--- config.mk ---
export PLATFORM = sky130hd
export DESIGN_NAME = jk_q_monitor
export DESIGN_NICKNAME = d
export VERILOG_FILES = /design/src/rtl/jk_q_monitor.sv
export SDC_FILE = /design/constraint.sdc
export NUM_CORES = 1
export LEC_CHECK = 0
export ABC_CLOCK_PERIOD_IN_PS = 3610
export CAP_MARGIN = 20
export CORE_ASPECT_RATIO = 1.1
export CORE_MARGIN = 1
export CORE_UTILIZATION = 54
export DETAILED_ROUTE_END_ITERATION = 7
export DONT_BUFFER_PORTS = 1
export PLACE_DENSITY = 0.76
export SLEW_MARGIN = 0
export SYNTH_ARGS = -nofsm -noshare
export SYNTH_HDL_FRONTEND = slang
export SYNTH_SLANG_ARGS = --single-unit
--- constraint.sdc ---
create_clock -name clk -period 3.61 [get_ports clk]
set_input_delay 0.361 -clock clk [delete_from_list [all_inputs] [get_ports clk]]
set_output_delay 0.361 -clock clk [all_outputs]
set_load 0.01 [all_outputs]
--- src/rtl/jk_q_monitor.sv ---
`default_nettype none
// ============================================================================
// Module   : jk_q_monitor
// Purpose  : Observer for a JK cell: synchronises Q/Q2, detects Q edges,
//            counts toggles, measures Q-high length, checks Q2 settling.
// Revision : 1.0  initial release
// ============================================================================
module jk_q_monitor #(
  parameter int CNT_W  = 8,
  parameter int SETTLE = 3
) (
  input  logic             clk,
  input  logic             reset,
  input  logic             q,
  input  logic             q2,
  input  logic             clr,
  output logic             rise_pulse,
  output logic             fall_pulse,
  output logic [CNT_W-1:0] toggle_cnt,
  output logic             cnt_sat,
  output logic [CNT_W-1:0] hi_len,
  output logic             hi_valid,
  output logic             comp_err,
  output logic             busy
);

  localparam logic [1:0]       c_st_fill     = 2'd0;
  localparam logic [1:0]       c_st_steady   = 2'd1;
  localparam logic [1:0]       c_st_settling = 2'd2;
  localparam logic [CNT_W-1:0] c_cnt_max     = {CNT_W{1'b1}};
  localparam logic [CNT_W-1:0] c_cnt_one     = {{(CNT_W-1){1'b0}}, 1'b1};
  localparam logic [3:0]       c_settle      = 4'(SETTLE);

  logic             r_q_meta, r_q_s, r_q2_meta, r_q2_s, r_q_d;
  logic [1:0]       r_state, w_state_next;
  logic             r_fill_done;
  logic [3:0]       r_timer, w_timer_next;
  logic             w_err_set, w_busy;
  logic             w_rise, w_fall, w_edge;
  logic [CNT_W-1:0] w_cnt_inc;
  logic             r_rise_pulse, r_fall_pulse, r_cnt_sat, r_hi_valid, r_comp_err;
  logic [CNT_W-1:0] r_toggle_cnt, r_hi_len, r_hi_acc;
  logic             r_hi_armed;

  // Two-flop synchronisers; q_d takes the fresh q_s value on FILL exit so a
  // level already present at that point is not mistaken for an edge.
  always_ff @(posedge clk or negedge reset) begin
    if (!reset) begin
      r_q_meta  <= 1'b0;
      r_q_s     <= 1'b0;
      r_q2_meta <= 1'b0;
      r_q2_s    <= 1'b0;
      r_q_d     <= 1'b0;
    end else begin
      r_q_meta  <= q;
      r_q_s     <= r_q_meta;
      r_q2_meta <= q2;
      r_q2_s    <= r_q2_meta;
      r_q_d     <= (r_state == c_st_fill) ? r_q_meta : r_q_s;
    end
  end

  assign w_rise = (r_state != c_st_fill) &&  r_q_s && !r_q_d;
  assign w_fall = (r_state != c_st_fill) && !r_q_s &&  r_q_d;
  assign w_edge = w_rise || w_fall;

  always_ff @(posedge clk or negedge reset) begin
    if (!reset) begin
      r_state     <= c_st_fill;
      r_fill_done <= 1'b0;
      r_timer     <= 4'd0;
    end else begin
      r_state <= w_state_next;
      r_timer <= w_timer_next;
      if (r_state == c_st_fill)
        r_fill_done <= 1'b1;
    end
  end

  always_comb begin
    w_state_next = r_state;
    w_timer_next = r_timer;
    w_err_set    = 1'b0;
    case (r_state)
      c_st_fill: begin
        if (r_fill_done)
          w_state_next = c_st_steady;
      end
      c_st_steady: begin
        if (w_edge) begin
          w_state_next = c_st_settling;
          w_timer_next = c_settle;
        end else if (r_q2_s == r_q_s) begin
          w_err_set = 1'b1;
        end
      end
      c_st_settling: begin
        // A fresh edge restarts the settling window before any other check.
        if (w_edge) begin
          w_timer_next = c_settle;
        end else if (r_q2_s != r_q_s) begin
          w_state_next = c_st_steady;
        end else if (r_timer == 4'd1) begin
          w_err_set    = 1'b1;
          w_state_next = c_st_steady;
        end else begin
          w_timer_next = r_timer - 4'd1;
        end
      end
      default: w_state_next = c_st_fill;
    endcase
  end

  always_comb begin
    w_busy = (r_state == c_st_settling);
  end

  assign w_cnt_inc = (r_toggle_cnt == c_cnt_max) ? r_toggle_cnt : r_toggle_cnt + c_cnt_one;

  always_ff @(posedge clk or negedge reset) begin
    if (!reset) begin
      r_rise_pulse <= 1'b0;
      r_fall_pulse <= 1'b0;
      r_toggle_cnt <= '0;
      r_cnt_sat    <= 1'b0;
      r_hi_len     <= '0;
      r_hi_valid   <= 1'b0;
      r_hi_acc     <= '0;
      r_hi_armed   <= 1'b0;
      r_comp_err   <= 1'b0;
    end else begin
      r_rise_pulse <= w_rise;
      r_fall_pulse <= w_fall;

      if (clr) begin
        r_toggle_cnt <= '0;
        r_cnt_sat    <= 1'b0;
      end else if (w_edge) begin
        r_toggle_cnt <= w_cnt_inc;
        if (w_cnt_inc == c_cnt_max)
          r_cnt_sat <= 1'b1;
      end

      // The rise cycle itself counts as the first high cycle.
      if (w_rise)
        r_hi_acc <= c_cnt_one;
      else if (r_q_s && (r_hi_acc != c_cnt_max))
        r_hi_acc <= r_hi_acc + c_cnt_one;

      if (w_rise)
        r_hi_armed <= 1'b1;
      else if (w_fall)
        r_hi_armed <= 1'b0;

      r_hi_valid <= w_fall && r_hi_armed && !clr;
      if (clr)
        r_hi_len <= '0;
      else if (w_fall && r_hi_armed)
        r_hi_len <= r_hi_acc;

      if (clr)
        r_comp_err <= 1'b0;
      else if (w_err_set)
        r_comp_err <= 1'b1;
    end
  end

  assign rise_pulse = r_rise_pulse;
  assign fall_pulse = r_fall_pulse;
  assign toggle_cnt = r_toggle_cnt;
  assign cnt_sat    = r_cnt_sat;
  assign hi_len     = r_hi_len;
  assign hi_valid   = r_hi_valid;
  assign comp_err   = r_comp_err;
  assign busy       = w_busy;

endmodule
`default_nettype wire

==> results.toml <==
[power_and_ir_drop]
vdd_drop_max_mv = 0.397
power_density_nw_per_um2 = 639
leakage_uw = 0.000941

[critical_path]
critPathBufInv = 1
kind_of_start_point_of_the_critical_path = "flop"
crit_required_ns = 3.78
rr_startpoint = "r_state[0]"
critical_path.startpoint = "r_state[0]"
critical_path_class = "reg2reg"
timing.reg2reg.worst_path_depth = 5
cell_at_the_slowest_stage_of_the_critical_path = "or2_1"
worst_path_dominant_cell_family = "simple AND/OR/NAND/NOR gates"
reg2reg_slack_ns = 1.36
arrival_ns = 2.42
critical_path.endpoint_type = "flop"
critical-path-max-stage-delay_ns = 0.51
cell_chain_critical_path = "inv_1 > ha_1 > or2_1 > a222oi_1 > mux2_1"
timing.critical_path.fanout_max = 19
regToRegEndpoint = "r_state[1]"

[route]
wirelength_mm = 4.03
detail-route-antenna-nets = 0
route.detailed.drc = 0
detailedRoute.firstPassIterationCount = 4
drt-wirelength-per-cell_um = 16.0
avgViaCountPerCell = 6.17
drt_first_iter_violations = 172
num_vias = 1554

[synthesis]
syn-mean-instance-area_sq_um = 10.4
synth-warning-count = 0
synth.area.top_cells = "dfrtp_1, ha_1, a22o_1, nand2_1, inv_1"
yosys_most_used_dff = "dfrtp_1"
synthesis.instances = 202
synth_area_sq_um = 2090
post-synth-top-count-cell = "dfrtp_1"
synth.largest_area_cell = "dfrtp_1"
async_reset_ff_frac = 1.00
post-synth-top-area-fraction = 0.503
synth.net_count = 214
synth_edf_count = 0
synth.top_cells.by_count = "dfrtp_1, nand2_1, inv_1"
post_synth_num_cell_types = 53
ys_seq_elements = 42
seq_area_frac_synth = 0.503

[timing]
fin_crit_ns = 2.25
maxClockFrequency_ghz = 0.445
setup-violations-final = 0
total_count_of_max_transition_violations_in_the_final_report = 0
timing.slew.headroom = 0.431
timing_worst_slew_pin_value_ns = 0.847
setup_total_negative_slack_ns = 0
report.final.hold_viol_count = 0
rsz0062_at_grt = "false"
period_share = 0.623
final.setup_skew_ns = 0.0113

[global_routing]
globalRouteMet1Util = 0.289
grtUsageTotal = 0.219
globalRouteMet3Util = 0.0690
grt_start_max_net_pins = 43
grt_pass1_wl_mm = 6.53
grt_most_used_layer = "met2"
grtUsageMet2 = 0.336
grt_overflow_total = 0
antenna_violations_before_repair = 0
first_global_vias = 1429

[placed_design]
dp_hpwl_mm = 2.74
placement.io_buffers = 0
place_congestion = 0.946
placed_area_sq_um = 2110
place_inst = 242

[hold_path]
worstHoldPathCells = 0
hold_path_end = "r_q2_meta"
worstHoldPathType = "in2reg"
hold_path_startpoint = "q2"

[layout]
drive_above_1_share = 0.0545
post-route-cell-area_sq_um = 2230
fin_nets = 213
antenna_cells_inserted = 0
fin_cells = 252
layout-area-overhead-vs-synth_pct = 6.58

[die]
initial_core_utilization = 0.568
floorplan.die.width_um = 61.3
die_h_um = 67.3
placementRows = 23
die_area_sq_um = 4120
ioPinCount = 27
design.core.area_sq_um = 3680

[clock_network]
cts_tree = "built"
gates_resized_cts_repair = 0
insertion_delay_ns = 0.30
post-cts-setup-buffers = 0
cts_buffers = 5
clock_sinks = 42
cts_hold_buf = 2
htree_num_levels = 2
clk_path_buf_depth = 2
cts.root.buffer_cell = "clkbuf_8"
path_clk_slew_ns = 0.08

[run]
cap_viol_max_count = 0

[outcome]
outcome = "completed"
-- layout make-up --
cell class	count	area, sq um
clock buffer	5	68.8
clock inverter	3	23.8
fill	332	1460
inverter	13	48.8
multi-input combinational	137	943
sequential	42	1050
tap	50	62.6
timing repair buffer	2	30.0
-- cell usage in the layout, fill, tap and decap left out, types with 2 or more instances in the layout --
cell type	n
and3_1	2
xor2_1	2
nand4_1	2
clkbuf_8	5
nand2_1	15
xnor2_1	4
ha_1	7
clkinvlp_4	2
nor2b_1	2
a41oi_1	2
inv_1	13
o311ai_0	2
nand3_1	6
dfrtp_1	42
a21oi_1	9
or4_1	2
nor2_1	10
a22o_1	9
nor4_1	2
o41a_1	2
o21ai_1	4
nor3_1	5
o21ai_0	7
and4_1	3
o211ai_1	4
o21bai_1	3
or3_1	2
o31ai_1	3
o22a_1	4
a211oi_1	2
-- cells by family (layout without fill, tap and decap cells) --
| logic type | after synthesis | count (layout) | share of synthesized area |
|---|---|---|---|
| AO/OA/AOI/OAI | 63 | 63 | 0.225 |
| XOR/XNOR | 6 | 6 | 0.0251 |
| adder cells (fa/ha/maj) | 7 | 7 | 0.0419 |
| buffers and inverters | 23 | 23 | 0.0461 |
| flip-flops | 42 | 42 | 0.503 |
| multiplexers | 2 | 2 | 0.0108 |
| AND/OR/NAND/NOR | 59 | 59 | 0.148 |
-- worst reg2reg max path, cell delays in order, from the launching register on --
cell	delay, ns
dfrtp_1	0.38
inv_1	0.08
ha_1	0.33
or2_1	0.51
a222oi_1	0.48
mux2_1	0.36
-- sequential cells by signal, summed over array words and instances (netlist names) --
signal       cells
hi_len           8
r_q_s            1
fall_pulse       1
cnt_sat          1
hi_valid         1
r_q2_s           1
toggle_cnt       8
comp_err         1
r_q2_meta        1
r_hi_armed       1
r_hi_acc         8
r_q_d            1
r_fill_done      1
r_state          2
rise_pulse       1
r_timer          4
r_q_meta         1
-- report_power, final --
group          internal, uW  switching, uW  total, uW
logic                   185            259        445
registers               562            111        673
clock network           138            170        308
total                   885            540       1420
-- how the worst max path moves through the flow --
stage / end / slack, ns / cells after the start
floorplan: r_state[1] / 1.75 / 6
global placement: r_state[1] / 1.53 / 5
detailed placement: r_state[1] / 1.39 / 5
CTS: r_state[1] / 1.38 / 5
global route: r_state[1] / 1.22 / 5
finish: r_state[1] / 1.36 / 5
-- through the flow --
stage	power [uW]	utilization	hold WS [ns]	setup WS, ns
CTS	1440	0.605	0.0765	1.38
detailed placement	1110	0.572	0.0662	1.39
finish	1430	0.605	0.0898	1.36
global route	1540	0.605	0.0655	1.22
global placement	1080	0.572	0.0662	1.53
floorplan	1020	-	0.0654	1.75
-- per-layer routing --
layer / vias to the layer above / wire length (um) / part of all wire
met4: 0 / 43 / 0.011
met2: 53 / 1870 / 0.47
met1: 742 / 1870 / 0.46
met5: - / 0 / 0
li1: 755 / - / -
met3: 4 / 241 / 0.060
Power figures use the tool's default switching activity.
